`src/rtl/onehot_hit_counter.sv`:
```
// Samples the 2-to-4 decoder lines on a strobe and checks that exactly one is set.
// Keeps per-line hit counts and an illegal-pattern count, and the code of the last legal line.
// Optional build macro HIT_WRAP_EN: hit counters wrap with sticky per-line ovf flags (default: saturate, ovf=0).
module onehot_hit_counter #(
  parameter int unsigned CW = 4
) (
  input  logic          clk,
  input  logic          rst,
  input  logic          sample,
  input  logic [3:0]    y,
  input  logic          clr,
  input  logic [1:0]    rd_sel,
  output logic [CW-1:0] cnt_rd,
  output logic [CW-1:0] bad_cnt,
  output logic [1:0]    last_code,
  output logic          code_vld,
  output logic          err,
  output logic [3:0]    ovf
);

  localparam logic [CW-1:0] CNT_MAX = '1;

  logic [CW-1:0] hit [4];
  logic [2:0]    ones;
  logic          legal;
  logic [1:0]    code;

  // Legality is a true popcount, so multi-hot can never reach a hit counter.
  always_comb begin
    ones = '0;
    for (int unsigned i = 0; i < 4; i++) begin
      ones = ones + 3'(y[i]);
    end
  end

  assign legal = (ones == 3'd1);
  assign code  = {y[3] | y[2], y[3] | y[1]};

  always_ff @(posedge clk or posedge rst) begin
    if (rst) begin
      for (int unsigned k = 0; k < 4; k++) hit[k] <= '0;
      bad_cnt   <= '0;
      last_code <= '0;
      code_vld  <= 1'b0;
      err       <= 1'b0;
    end else if (clr) begin
      for (int unsigned k = 0; k < 4; k++) hit[k] <= '0;
      bad_cnt   <= '0;
      last_code <= '0;
      code_vld  <= 1'b0;
      err       <= 1'b0;
    end else if (sample) begin
      if (legal) begin
        for (int unsigned k = 0; k < 4; k++) begin
          if (y[k]) begin
`ifdef HIT_WRAP_EN
            hit[k] <= hit[k] + 1'b1;
`else
            if (hit[k] != CNT_MAX) hit[k] <= hit[k] + 1'b1;
`endif
          end
        end
        last_code <= code;
        code_vld  <= 1'b1;
      end else begin
        if (bad_cnt != CNT_MAX) bad_cnt <= bad_cnt + 1'b1;
        err <= 1'b1;
      end
    end
  end

`ifdef HIT_WRAP_EN
  always_ff @(posedge clk or posedge rst) begin
    if (rst) begin
      ovf <= '0;
    end else if (clr) begin
      ovf <= '0;
    end else if (sample && legal) begin
      for (int unsigned k = 0; k < 4; k++) begin
        if (y[k] && hit[k] == CNT_MAX) ovf[k] <= 1'b1;
      end
    end
  end
`else
  assign ovf = '0;
`endif

  assign cnt_rd = hit[rd_sel];

endmodule

```
`config.mk`:
```
export PLATFORM = sky130hd
export DESIGN_NAME = onehot_hit_counter
export DESIGN_NICKNAME = d
export VERILOG_FILES = /design/src/rtl/onehot_hit_counter.sv
export SDC_FILE = /design/constraint.sdc
export NUM_CORES = 1
export LEC_CHECK = 0
export ABC_AREA = 1
export CORE_MARGIN = 2
export CORE_UTILIZATION = 48
export DETAILED_ROUTE_END_ITERATION = 6
export HOLD_SLACK_MARGIN = 0.06
export PLACE_DENSITY = 0.73
export RECOVER_POWER = 50
export SLEW_MARGIN = 20
export SYNTH_ARGS = -nofsm -noshare
export SYNTH_HDL_FRONTEND = slang
export SYNTH_SLANG_ARGS = --single-unit
```
`constraint.sdc`:
```
create_clock -name clk -period 1.15 [get_ports clk]
set_clock_uncertainty 0.1 [all_clocks]
set_input_delay 0.23 -clock clk [delete_from_list [all_inputs] [get_ports clk]]
set_output_delay 0.23 -clock clk [all_outputs]
set_load 0.05 [all_outputs]
```
* Word level (Yosys, flattened, before mapping)
Index checks and enable logic that the tools add are counted.
** Operators by class
- Add/subtract/negate cells :: 8
- Magnitude comparators :: 1
- Equal/unequal tests :: 7
- Mux-type cells :: 27
- Bitwise operators :: 3
- Reductions and logical operators :: 18
** Operator list (number)
- $mux W4 :: 14
- $mux W16 :: 3
- $reduce_bool A2 Y1 :: 11
- $add A4 B1 Y4 const B :: 5
- $ne A4 B4 Y1 const B :: 5
- $reduce_and A4 Y1 :: 4
- $bmux W4 S2 :: 1
- $mux W1 :: 6
- $mux W2 :: 3
- $reduce_and A2 Y1 :: 2
- $add A2 B1 Y3 :: 1
- $add A3 B1 Y3 :: 1
- $eq A3 B1 Y1 const B :: 1
- $ge A3 B3 Y1 const B :: 1
- $not A2 Y3 :: 1
- $reduce_and A3 Y1 :: 1
- $add A1 B1 Y2 :: 1
- $ne A2 B2 Y1 const B :: 1
- $or A1 B1 Y1 :: 2
** Storage, ports and cells
- Register bits after elaboration :: 24
- Input bits :: 10
- Output and inout port bits :: 16

* Logic depth before layout (Yosys ltp)
- Depth in word-level cells :: 7
- Gate-level depth with buffers :: 11
- Mapped depth without buffers :: 11

* Least setup slack after synthesis
OpenSTA, ideal clock, no wires.
- Path type :: input-to-reg
- From :: input port y[0]
- To :: register hit[2] (netlist name)
- Data arrival time :: 1.853 ns
- Data required time :: 0.932 ns
- Slack :: -0.920 ns
- Cell stages on the path :: 11
- Path buffers :: 0
- Path through :: inv_1 > fa_1 > inv_1 > ha_1 > ha_1 > inv_1 > nand3_2 > nor2_4 > nand2_2 > nand3_1 > nand2_1
** On the way
- Longest elaborated chain between the ends :: 6
** Ends and longest elaborated chain
- start: declaration :: line 10 : input logic [3:0] y,
- $add A1 B1 Y2 :: line 32 : ones = ones + 3'(y[i]);
- $add A2 B1 Y3 :: line 32
- $add A3 B1 Y3 :: line 32
- $eq A3 B1 Y1 :: line 36 : assign legal = (ones == 3'd1);
- $reduce_bool A2 Y1 (no source line)
- $reduce_and A4 Y1 (no source line)
- end: declaration :: line 23 : logic [CW-1:0] hit [4];
No other way between the ends.
A chain may end at the register's enable or synchronous reset.

* Worst setup path after layout
- From :: input port y[1]
- To :: register last_code[1]
** On the way
- Longest elaborated chain between the ends :: 6
** Ends and longest elaborated chain
- $add A1 B1 Y2 :: line 32
- $add A2 B1 Y3 :: line 32
- $add A3 B1 Y3 :: line 32
- $eq A3 B1 Y1 :: line 36
- $reduce_bool A2 Y1 (no source line)
- $reduce_and A2 Y1 (no source line)
- end signal: assignment :: line 63 : last_code <= code;
- end: declaration :: line 15 : output logic [1:0] last_code,
No other way between the ends.

==> run summary <==
The post-route fraction of the period consumed by the critical path is 173%. Power comes to 2820 uW. The maximum fanout count along the critical path is 4. The checks that failed: negative setup slack.

The arrival time reported for the critical path endpoint came out at 2.18 ns. The actual slew at the worst max-slew pin is 0.638 ns. Summed over all cells, the static leakage comes to 0.00140 uW. The layout cell share with drive strength beyond 1 came out at 48.1%. For this design, the CTS-stage hold fixing added 0 buffers. Leaving out fill and tap cells, the most frequent cell in the layout is buf_4. The routability congestion estimate from global placement is 0.893. The final number of max-transition violations came out at 0.

The half-perimeter wire length after detailed placement is 3.18 mm. The effective utilization at floorplan came out at 51.1%. The maximum ir drop on the vdd rail is 0.933 mV. The number of nets in the layout is 316. The register bit total from synthesis came out at 24. In this run the standard cell core region covers 3100 um^2. The maximum clock rate came out at 0.503 GHz. The class of the most critical hold timing path is in -> reg. The number of warning messages in the yosys log is 0.

After the flow finishes, the layout carries non-filler instances totaling 341. In the final layout, flip-flops and latches occupy 601 um^2. The critical path buffer and inverter count came out at 5. Clock tree synthesis inserted a total of 3 buffers. At the later pin of the worst-skew pair, clock insertion delay measures 0.35 ns. Setup repair after global routing could not meet its margin everywhere. TritonCTS built the clock tree.

The die outline height came out at 61.5 um. The final hold violation count is 0. The number of buffers added on ports came out at 21. The count of distinct cell types in the synthesized netlist came out at 19. The startpoint of the most critical setup path is y[1].

In the routed design, unresolved DRC markers number 0. Among all stages on the critical path, the largest delay is contributed by fa_1. Grouping stages by cell kind, the critical path spends the most delay in adder cells.

The mapped netlist covers 1590 um^2. The cell row count is 20. In the final layout, the multi-input gates occupy 1150 um^2. The worst register-to-register path begins at hit[8]. The via-per-instance ratio is 5.97. The repair_antennas step left the layout with diodes totalling 0. The die footprint is 3780 um^2.

Entering global routing, the biggest net connects 25 pins. Data on the critical path is required at its endpoint by 1.34 ns. The kind of critical path is in -> reg. The clock passes through at most 2 buffers.

From left edge to right edge, the die measures 61.5 um. The worst hold margin is 0.223 ns. The total overflow left after global routing is 0. The first-pass GRT wire length came out at 8.69 mm. The post-layout minimum cycle time is 1.99 ns. The synthesized netlist cell count is 216. STA classifies the critical path endpoint as a flop.

The H-tree depth came out at 1. The initial antenna violation count is 0. The clock drives 24 sinks. The worst setup margin is -0.839 ns.

After synthesis, flip-flops and latches occupy 37.9% of the total area. The startpoint of the worst hold path is y[1]. The clock-pin slew on the worst setup and hold paths came out at 0.14 ns. The first detailed-routing pass ran for 5 iterations. The total I/O pin count came out at 26. The detailed-route wire length came out at 6.88 mm. Before CTS, the worst setup slack after placement is -1.65 ns. Traced cell by cell, the critical path runs through buf_8 > inv_4 > fa_1 > inv_1 > ha_2 > ha_4 > inv_4 > nand3_4 > nor2_4 > buf_6 > nor2_1 > nand2_1 > nand2_1. Setup violations remaining at the end of the flow were counted as 36.

On the worst path, the slowest cell contributes a delay of 0.58 ns. The tree is rooted in a clkbuf_4. STA classifies the critical path startpoint as an input port. The max-cap violation count is 0. The number of DRC markers in iteration 0 is 227. The via count of the first global-routing pass came out at 1919. The tightest slew margin relative to the limit is 57.5%. The flow ran to the end, but the final reports show violations. The routed via count came out at 2037. Dividing total power by cell area gives a power density of 1010 nW/um^2. The layout overhead on the synthesized area came out at 76.4%. The routed wirelength normalized by instance count is 20.2 um.

In the layout the commonest cells are 52 x buf_4, 42 x nand2_1, 27 x nand3_1. The count of nets left with antenna violations once routing finished came out at 0. The total placed cells including tap cells is 314. The combined global-route utilization of all metal layers is 31.3%.

The average footprint of a synthesized cell is 7.34 um^2. The number of inserted filler cells in the final layout is 135.
cell usage after synthesis:
cell      instances  area, um^2
fa_1              1        20.0
a21oi_1           7        35.0
nand3_1          44         220
dfrtp_1          24         601
inv_1            28         105
nand4_1          10        62.6
buf_4             8        60.1
inv_2             2        7.51
conb_1            1        3.75
nor2_4            1        11.3
nand2_2           4        25.0
xor2_1            4        35.0
o22ai_1           2        12.5
nor2_1           16        60.1
ha_1              7        87.6
o211ai_1          3        22.5
nand2_1          47         176
o21ai_0           6        30.0
nand3_2           1        10.0
sequential cells by signal (all words and copies together) (netlist names):
name,count
hit,16
bad_cnt,4
last_code,2
code_vld,1
err,1
area by class of cell:
type                       instances  area share (%)
tap                               44            1.97
multi-input combinational        157            41.0
timing repair buffer              81            28.9
sequential                        24            21.5
clock buffer                       3           0.805
inverter                          30            4.47
clock inverter                     1            1.07
timing repair inverter             1           0.268
logic make-up after synthesis:
| group | after synthesis | synth area share, % |
|---|---|---|
| compound gates | 18 | 6.31 |
| xor+xnor | 4 | 2.21 |
| fa+ha+maj | 8 | 6.79 |
| buf+inv | 38 | 10.9 |
| flops | 24 | 37.9 |
| other cells | 1 | 0.237 |
| simple gates | 123 | 35.7 |
power by group:
part / total, uW / internal [uW] / switching (uW) / leakage (uW)
registers: 934 / 890 / 43.4 / 0.000329
logic: 1230 / 534 / 697 / 0.00104
clock network: 651 / 354 / 298 / 0.0000279
per-layer routing:
metal  global-route usage [%]  wire length, um
met5                        0                0
met4                     17.6              396
met3                     7.35              596
met2                     55.0             3520
met1                     34.5             2370
worst reg2reg max path, stage by stage, from the launching register on:
cell and delay (ns):
dfrtp_1 0.43, buf_4 0.16, ha_1 0.22, nand3_1 0.11
nand2_1 0.12, inv_1 0.10, nand2_2 0.11, nand3_1 0.14
nand2_1 0.10
stage by stage:
step / area, um^2 / utilization, % / TNS, ns
finish: 2800 / 90.1 / -21.47
global route: 2800 / 90.1 / -22.47
CTS: 2690 / 86.7 / -16.87
detailed placement: 2360 / 76.2 / -39.82
global placement: 2360 / 76.2 / -38.67
floorplan: 1740 / - / -19.48
timing repair:
action                     CTS  global route
buffers inserted            17             5
pin swaps                   10             6
gates resized for setup     57            20
gates cloned                 1             0
setup endpoints to repair   36            36
final timing paths:
| path | endpoint | slack [ns] | cells after the start |
|---|---|---|---|
| worst max-delay path | last_code[1] | -0.84 | 13 |
| worst min-delay path | last_code[0] | 0.22 | 4 |
| worst max register to register | hit[9] | -0.54 | 8 |
| worst min register to register | last_code[0] | 0.53 | 2 |
| max in group asynchronous | last_code[0] | 0.17 | 3 |
| min in group asynchronous | hit[5] | 0.37 | 3 |
Power figures use the tool's default switching activity.
